## src/rtl/oqpsk_chip_slicer.sv

```systemverilog
// O-QPSK chip slicer: acquires the I-chip sampling phase by per-phase |I| energy,
// then emits alternating hard I/Q chip decisions at the selected phase.
module oqpsk_phase_acc #(
    parameter int ACC_W = 12
) (
    input  logic             i_clk,
    input  logic             i_rst_n,
    input  logic             clr,
    input  logic             add_en,
    input  logic [3:0]       mag,
    output logic [ACC_W-1:0] acc
);
    logic [ACC_W:0] sum;

    assign sum = {1'b0, acc} + (ACC_W+1)'(mag);

    always_ff @(posedge i_clk) begin
        if (!i_rst_n || clr)
            acc <= '0;
        else if (add_en)
            acc <= sum[ACC_W] ? '1 : sum[ACC_W-1:0];
    end
endmodule

module oqpsk_chip_slicer #(
    parameter int SPS         = 8,
    parameter int ACQ_PERIODS = 32,
    parameter int ACC_W       = 12
) (
    input  logic                    i_clk,
    input  logic                    i_rst_n,
    input  logic                    i_restart,
    input  logic                    i_sample_ready,
    input  logic [3:0]              i_I_postfilter,
    input  logic [3:0]              i_Q_postfilter,
    output logic                    o_chip,
    output logic                    o_chip_valid,
    output logic                    o_chip_is_q,
    output logic                    o_locked,
    output logic [$clog2(SPS)-1:0]  o_phase
);
    localparam int PW = $clog2(SPS);
    localparam logic [PW-1:0] PH_LAST = PW'(SPS - 1);

    typedef enum logic [1:0] {ACQUIRE, SELECT, TRACK} state_t;
    state_t state, state_nxt;

    logic                        take;
    logic [PW-1:0]               ph, sel_idx, best_idx, q_phase;
    logic [PW:0]                 q_sum;
    logic [7:0]                  per_cnt, per_nxt;
    logic [SPS-1:0][ACC_W-1:0]   acc;
    logic [ACC_W-1:0]            best_val;
    logic [3:0]                  i_mag;
    logic                        acq_done, sel_better, sel_last;
    logic                        unused_q;

    // A sample coinciding with restart is dropped entirely.
    assign take       = i_sample_ready & ~i_restart;
    assign i_mag      = i_I_postfilter[3] ? (~i_I_postfilter + 4'd1) : i_I_postfilter;
    assign per_nxt    = per_cnt + 8'd1;
    assign acq_done   = (state == ACQUIRE) && take && (ph == PH_LAST) &&
                        (per_nxt == 8'(ACQ_PERIODS));
    assign sel_better = (sel_idx == '0) || (acc[sel_idx] > best_val);
    assign sel_last   = (sel_idx == PH_LAST);
    assign q_sum      = {1'b0, o_phase} + (PW+1)'(SPS / 2);
    assign q_phase    = (q_sum >= (PW+1)'(SPS)) ? PW'(q_sum - (PW+1)'(SPS)) : q_sum[PW-1:0];
    assign unused_q   = ^i_Q_postfilter[2:0];

    for (genvar k = 0; k < SPS; k++) begin : g_acc
        oqpsk_phase_acc #(.ACC_W(ACC_W)) u_acc (
            .i_clk   (i_clk),
            .i_rst_n (i_rst_n),
            .clr     (i_restart),
            .add_en  ((state == ACQUIRE) && take && (ph == PW'(k))),
            .mag     (i_mag),
            .acc     (acc[k])
        );
    end

    always_ff @(posedge i_clk) begin
        if (!i_rst_n)
            state <= ACQUIRE;
        else
            state <= state_nxt;
    end

    always_comb begin
        state_nxt = state;
        if (i_restart)
            state_nxt = ACQUIRE;
        else begin
            unique case (state)
                ACQUIRE: if (acq_done) state_nxt = SELECT;
                SELECT:  if (sel_last) state_nxt = TRACK;
                TRACK:   state_nxt = TRACK;
                default: state_nxt = ACQUIRE;
            endcase
        end
    end

    always_ff @(posedge i_clk) begin
        if (!i_rst_n) begin
            ph           <= '0;
            per_cnt      <= '0;
            sel_idx      <= '0;
            best_idx     <= '0;
            best_val     <= '0;
            o_chip       <= 1'b0;
            o_chip_valid <= 1'b0;
            o_chip_is_q  <= 1'b0;
            o_locked     <= 1'b0;
            o_phase      <= '0;
        end else begin
            o_chip_valid <= 1'b0;
            if (i_restart) begin
                ph       <= '0;
                per_cnt  <= '0;
                sel_idx  <= '0;
                o_locked <= 1'b0;
            end else begin
                if (i_sample_ready)
                    ph <= (ph == PH_LAST) ? '0 : ph + PW'(1);
                unique case (state)
                    ACQUIRE: begin
                        sel_idx <= '0;
                        if (take && ph == PH_LAST)
                            per_cnt <= per_nxt;
                    end
                    SELECT: begin
                        // Strictly-greater replace keeps ties on the lowest index.
                        if (sel_better) begin
                            best_val <= acc[sel_idx];
                            best_idx <= sel_idx;
                        end
                        sel_idx <= sel_idx + PW'(1);
                        if (sel_last) begin
                            o_phase  <= sel_better ? sel_idx : best_idx;
                            o_locked <= 1'b1;
                        end
                    end
                    TRACK: begin
                        if (i_sample_ready && ph == o_phase) begin
                            o_chip_valid <= 1'b1;
                            o_chip       <= ~i_I_postfilter[3];
                            o_chip_is_q  <= 1'b0;
                        end else if (i_sample_ready && ph == q_phase) begin
                            o_chip_valid <= 1'b1;
                            o_chip       <= ~i_Q_postfilter[3];
                            o_chip_is_q  <= 1'b1;
                        end
                    end
                    default: ;
                endcase
            end
        end
    end
endmodule
```

## config.mk

```make
export PLATFORM = sky130hd
export DESIGN_NAME = oqpsk_chip_slicer
export DESIGN_NICKNAME = d
export VERILOG_FILES = /design/src/rtl/oqpsk_chip_slicer.sv
export SDC_FILE = /design/constraint.sdc
export NUM_CORES = 1
export LEC_CHECK = 0
export ABC_AREA = 1
export CAP_MARGIN = 20
export CORE_AREA = 2 2 123 125
export DETAILED_ROUTE_END_ITERATION = 10
export DIE_AREA = 0 0 125 127
export GPL_TIMING_DRIVEN = 1
export PLACE_DENSITY = 0.8
export SYNTH_ARGS = -nofsm -noshare
export SYNTH_HDL_FRONTEND = slang
export SYNTH_SLANG_ARGS = --single-unit
```

## constraint.sdc

```tcl
create_clock -name i_clk -period 5.05 [get_ports i_clk]
set_input_delay 1.01 -clock i_clk [delete_from_list [all_inputs] [get_ports i_clk]]
set_output_delay 1.01 -clock i_clk [all_outputs]
set_load 0.005 [all_outputs]
```

==> flow_summary.json <==
{
  "hold_path.class": "flip-flop to flip-flop",
  "ys_seq_area_share_pct": 29.8,
  "synth_simple_gate_area_share_pct": 29.3,
  "syn_area_um2": 9000,
  "gp_congestion": 0.921,
  "cts_root_buf": "clkbuf_16",
  "crit_path_end_kind": "flip-flop",
  "required_ns": 5.41,
  "drt-total-wl_mm": 23.9,
  "r2r-start": "sel_idx[0]$_SDFFE_PP0P_",
  "cts-hold-fix-buffers": 0,
  "peakVddDrop_v": 0.000249,
  "min_period_ns": 3.79,
  "rows": 44,
  "status": "completed",
  "setup_violations": 0,
  "avgRoutedWirePerCell_um": 15.5,
  "drt_first_iter_violations": 781,
  "drv_slew": 0,
  "antenna_found_initial": 0,
  "ff2ff_path_depth": 15,
  "synth-main-ff-cell": "dfxtp_1",
  "ant_nets": 0,
  "cts_sinks": 134,
  "final_net_count": 1431,
  "yosys.cell_count.top_type": "nand2_1",
  "clockBufferDepth": 2,
  "io_pins": 19,
  "antenna_cells": 0,
  "synth.distinct_cells": 42,
  "grt_pass1_wl_mm": 39.0,
  "synth_area_per_cell_um2": 6.67,
  "postCtsSetupRepairBufs": 0,
  "syn_inst": 1349,
  "ctsResizeCount": 0,
  "route.detailed.drc": 0,
  "slowest_stage": "inv_2",
  "synthMuxAreaShare_pct": 0,
  "worst_r2r_endpoint": "best_val[11]$_SDFFE_PN0P_",
  "critPathArrivalTime_ns": 4.15,
  "ys_top_cells_by_count": "nand2_1 (269), inv_1 (178), dfxtp_1 (134)",
  "rsz0062_at_grt": "no",
  "async_flop_share_pct": 0,
  "period_share_pct": 75.0,
  "grt_pass1_vias": 8095,
  "synth_top_family_by_area": "simple AND/OR/NAND/NOR gates",
  "clk_latency_ns": 0.44,
  "synth_edf_count": 0,
  "layout-drive-gt1-share_pct": 6.15,
  "startpoint": "sel_idx[0]$_SDFFE_PP0P_",
  "hpwl_mm": 16.8,
  "num_vias": 8853,
  "worstSetupPathType": "flip-flop to flip-flop",
  "synth_seq_cells": 134,
  "max_freq_ghz": 0.264,
  "vias_per_cell": 5.72,
  "core_area_um2": 14400,
  "drt_first_pass_iters": 5,
  "maxSlewHeadroom_pct": 37.0,
  "syn-num-nets": 1428,
  "cts.clk_slew.worst_paths_ns": 0.06,
  "cts_max_level": 4,
  "synth_fa_ha_area_share_pct": 9.98,
  "ff2ff_setup_slack_ns": 1.26,
  "grt_overflow": 0,
  "worst_pin_slew_ns": 0.945,
  "area_growth_pct": 10.6,
  "synth.top_cell.area_share_pct": 29.8,
  "initial_core_util_pct": 62.4,
  "fin_skew_ns": 0.00702,
  "worstPathMaxFanout": 50,
  "grt_util_all_layers_pct": 30.4,
  "synth_xor_area_share_pct": 3.11,
  "port-buffer-count": 15,
  "synth_compound_area_share_pct": 17.9,
  "synth_area_leaders": "dfxtp_1 (30%), nand2_1 (11%), ha_1 (8.2%)",
  "cap_violations": 0,
  "fp.dieH_um": 127,
  "post-synth-top-area-cell": "dfxtp_1",
  "numCtsBuffers": 17,
  "power_density_nw_per_um2": 263,
  "cp_cell_sequence": "inv_2 -> a21oi_1 -> o21ai_0 -> o21ai_0 -> o21ai_0 -> inv_1 -> ha_1 -> nand4_1 -> nor2_1 -> nand4_1 -> nand2_1 -> nand2_2 -> nand2_2 -> nand2_1 -> a21oi_1",
  "die_area_um2": 15900,
  "cp_slowest_stage_delay_ns": 0.55,
  "chipWidth_um": 125,
  "grt_start_max_net_pins": 76,
  "whs_ns": 0.447,
  "p_leak_nw": 4.50,
  "yosys_warnings": 0,
  "cts_tree": "yes",
  "hold_violations": 0,
  "worst_setup_path_start_kind": "flip-flop",
  "setup_tns_ns": 0,
  "critPathCapture": "best_val[11]$_SDFFE_PN0P_",
  "critical_path.most_common_cell": "o21ai_0"
}
critical path, delay by kind of cell (launching register included):
kind / cells / cell delay (ns)
AOI/OAI and AO/OA: 5 / 1.16
and+or+nand+nor: 7 / 1.24
DFF: 1 / 0.32
adders and majority gates: 1 / 0.31
buffers and inverters: 2 / 0.65
routing by layer:
| layer | track usage, % | vias to the layer above | routed length (um) |
|---|---|---|---|
| li1 | - | 4476 | - |
| met1 | 39.4 | 3982 | 10600 |
| met2 | 47.3 | 339 | 10400 |
| met3 | 9.30 | 56 | 2150 |
| met4 | 12.6 | 0 | 826 |
| met5 | 0 | - | 0 |
placed cells by master, fill, tap and decap left out, types with 7 or more instances in the layout:
master,instances
nor3_1,25
nand4_1,24
nand2_1,269
ha_1,59
buf_4,9
inv_1,178
nand3_1,104
o21ai_0,126
a31oi_1,24
a21oi_1,123
nand2_2,7
fa_1,8
xor2_1,22
clkdlybuf4s50_1,15
inv_2,10
nor2_1,116
xnor2_1,10
clkbuf_16,17
o21ai_1,16
dfxtp_1,134
through the flow:
step | worst slack, ns | cell area (um2) | instances | total power [mW] | util [%]
final | 1.26 | 9960 | 1549 | 2.62 | 69.0
after global routing | 0.953 | 9960 | 1549 | 2.68 | 69.0
after CTS | 1.45 | 9960 | 1549 | 2.62 | 69.0
after detailed placement | 1.07 | 9280 | 1517 | 1.21 | 64.4
after global placement | 1.09 | 9280 | 1517 | 1.21 | 64.4
after floorplan | 1.00 | 9000 | 1349 | 1.17 | -
sequential cells by signal, indices dropped and copies added, names as in the netlist:
name,cells
g_acc.u_acc.acc,96
best_val,12
per_cnt,8
best_idx,3
o_phase,3
ph,3
sel_idx,3
state,2
o_chip,1
o_chip_is_q,1
o_chip_valid,1
o_locked,1
report_power, final:
part	internal [mW]	total (mW)	switching, mW
registers	1.06	1.06	0.00354
clock network	0.930	1.43	0.496
logic	0.0431	0.131	0.0877
total	2.03	2.62	0.587
worst min-delay path by stage:
stage | cells past startpoint | end | from
global route | 2 | best_idx[2]$_SDFFE_PN0P_ | best_idx[2]$_SDFFE_PN0P_
detailed placement | 2 | o_chip_is_q$_SDFFE_PN0P_ | o_chip_is_q$_SDFFE_PN0P_
finish | 2 | o_chip_is_q$_SDFFE_PN0P_ | o_chip_is_q$_SDFFE_PN0P_
CTS | 2 | o_chip_is_q$_SDFFE_PN0P_ | o_chip_is_q$_SDFFE_PN0P_
floorplan | 2 | o_chip_is_q$_SDFFE_PN0P_ | o_chip_is_q$_SDFFE_PN0P_
global placement | 2 | o_chip_is_q$_SDFFE_PN0P_ | o_chip_is_q$_SDFFE_PN0P_
cells by family (layout without fill, tap and decap cells):
family / count (synthesis) / in the layout
xor gates and xnor gates: 32 / 32
DFF: 134 / 134
AOI/OAI and AO/OA: 308 / 308
adders and majority gates: 67 / 67
and+or+nand+nor: 578 / 578
buffers and inverters: 230 / 246
layout make-up:
type / count / area [um2]
Clock buffer: 21 / 480
Clock inverter: 11 / 194
Sequential cell: 134 / 2680
Tap cell: 184 / 230
Fill cell: 1240 / 4470
Multi-Input combinational cell: 985 / 5440
Inverter: 190 / 714
Timing Repair Buffer: 24 / 218
(Power assumes the default switching activity.)
==> patch: new RTL, same settings <==
Encoding of `state_t`: now one-hot (3 bits for 3 states).
--- a/src/rtl/oqpsk_chip_slicer.sv
+++ b/src/rtl/oqpsk_chip_slicer.sv
@@ -43,5 +43,5 @@
     localparam logic [PW-1:0] PH_LAST = PW'(SPS - 1);
 
-    typedef enum logic [1:0] {ACQUIRE, SELECT, TRACK} state_t;
+    typedef enum logic [2:0] {ACQUIRE = 3'b001, SELECT = 3'b010, TRACK = 3'b100} state_t;
     state_t state, state_nxt;
 
Function: no difference found for any inputs over 10 cycles, from zero or initial values and one cycle with i_rst_n low; not proved beyond that.
==> patch against the unedited design <==
  * Utilization up 1.1 points
  * Cell area rose by 1.6%
  * Critical path depth up 5
  * Sequential cell count increased by 1
  * Worst setup slack got worse by 0.47 ns
  * Power shrank 0.59%
  * Area after synthesis rose by 2.1%
  * Fmax fell by 11%
  * Wire length up 2.3%
  * Final cell count grew 2.3%
  * Largest cell class unchanged
  * Largest power group unchanged
==> patch: results (changes against the unedited design) <==
Place
  – Number of placed instances with taps included: 1552 (was 1517)
  – Pre-CTS setup slack: 0.9299 ns (was 1.075 ns)
  – Detail Placement HPWL: 17640 um (was 16760 um)

Global route
  – Global-route wire length before repair: 40030 um (was 39030 um)
  – GR Util met2: 49.23% (was 47.31%)
  – Grt met3 use: 6.951% (was 9.296%)
  – Met1 track demand over resource in global routing: 41.35% (was 39.42%)
  – GR Util All Layers: 31.08% (was 30.36%)

Drt
  – Detailed router's first-iteration violation count: 926 (was 781)
  – Detailed-routing iteration count for the pre-antenna-repair pass: 7 (was 5)
  – Per-cell routed wire length: 15.46 um (about the same)
  – Routed via count: 9142 (was 8853)

Setup path
  – Slowest cell on the critical path: sky130_fd_sc_hd__dfxtp_1 (was sky130_fd_sc_hd__inv_2)
  – Arrival @ worst endpoint: 4.59 ns (was 4.15 ns)
  – Stage delay of the slowest cell on the critical path: 0.72 ns (was 0.55 ns)
  – Maximum fanout along the worst path: 26 (was 50)

Synth
  – Compound-cell area share of the yosys netlist: 17.29% (was 17.92%)
  – Average size of a mapped cell: 6.645 um2 (was 6.672 um2)
  – Top cells by area in the synthesized netlist: sky130_fd_sc_hd__dfxtp_1 29%, sky130_fd_sc_hd__nand2_1 12%, sky130_fd_sc_hd__ha_1 7.6%, sky130_fd_sc_hd__nand3_1 7.3%, sky130_fd_sc_hd__a21oi_1 7.2% (was sky130_fd_sc_hd__dfxtp_1 30%, sky130_fd_sc_hd__nand2_1 11%, sky130_fd_sc_hd__ha_1 8.2%, sky130_fd_sc_hd__inv_1 7.4%, sky130_fd_sc_hd__o21ai_0 7.1%)
  – Synthesized-area fraction occupied by adder cells: 9.367% (was 9.982%)
  – Synth top cells by count: 283 x sky130_fd_sc_hd__nand2_1, 174 x sky130_fd_sc_hd__inv_1, 135 x sky130_fd_sc_hd__dfxtp_1, 134 x sky130_fd_sc_hd__nand3_1 (was 269 x sky130_fd_sc_hd__nand2_1, 178 x sky130_fd_sc_hd__inv_1, 134 x sky130_fd_sc_hd__dfxtp_1, 127 x sky130_fd_sc_hd__o21ai_0, 123 x sky130_fd_sc_hd__a21oi_1)

Finish
  – Share of cells above drive strength 1: 6.143% (was 6.154%)

STA
  – Clk_skew: 0.007243 ns (was 0.007021 ns)

Outcome
  – Outcome: completed (unchanged)

Pwr
  – Leakage: 4.378 nW (was 4.502 nW)
patch: final timing paths:
path,from,to,slack (ns),cells past startpoint
setup / recovery,sel_idx[1],best_val[1],0.79,20
hold / removal,o_locked,o_locked,0.46,2
hold reg to reg,o_locked,o_locked,0.46,2
setup reg to reg,sel_idx[1],best_val[1],0.79,20
patch: cell families (layout without fill, tap and decap cells):
family                   count (synthesis)  count (layout)
AO/OA/AOI/OAI                          302             302
XOR/XNOR                                29              29
flip-flops                             135             135
buffers and inverters                  226             243
adder cells (fa/ha/maj)                 64              64
AND/OR/NAND/NOR                        627             627
patch: cell type report:
class,instances,area (um2),share of cell area [%]
clock buffers,18,439.2,4.343
repair buffers,27,240.2,2.376
well taps,184,230.2,2.277
multi-input cells,1022,5588,55.26
clock inverters,14,220.2,2.178
inverters,184,691.9,6.842
flip-flops and latches,135,2703,26.73
patch: report_power, final:
part	internal, mW	total (mW)	switching (mW)
Sequential	1.07	1.07	0.00373
Clock	0.894	1.40	0.511
Combinational	0.0424	0.128	0.0858
patch: routing by layer:
metal / up-vias / routed length, um
li1: 4614 / -
met1: 4168 / 10840
met2: 304 / 10980
met3: 56 / 1820
met4: 0 / 843
met5: - / 0
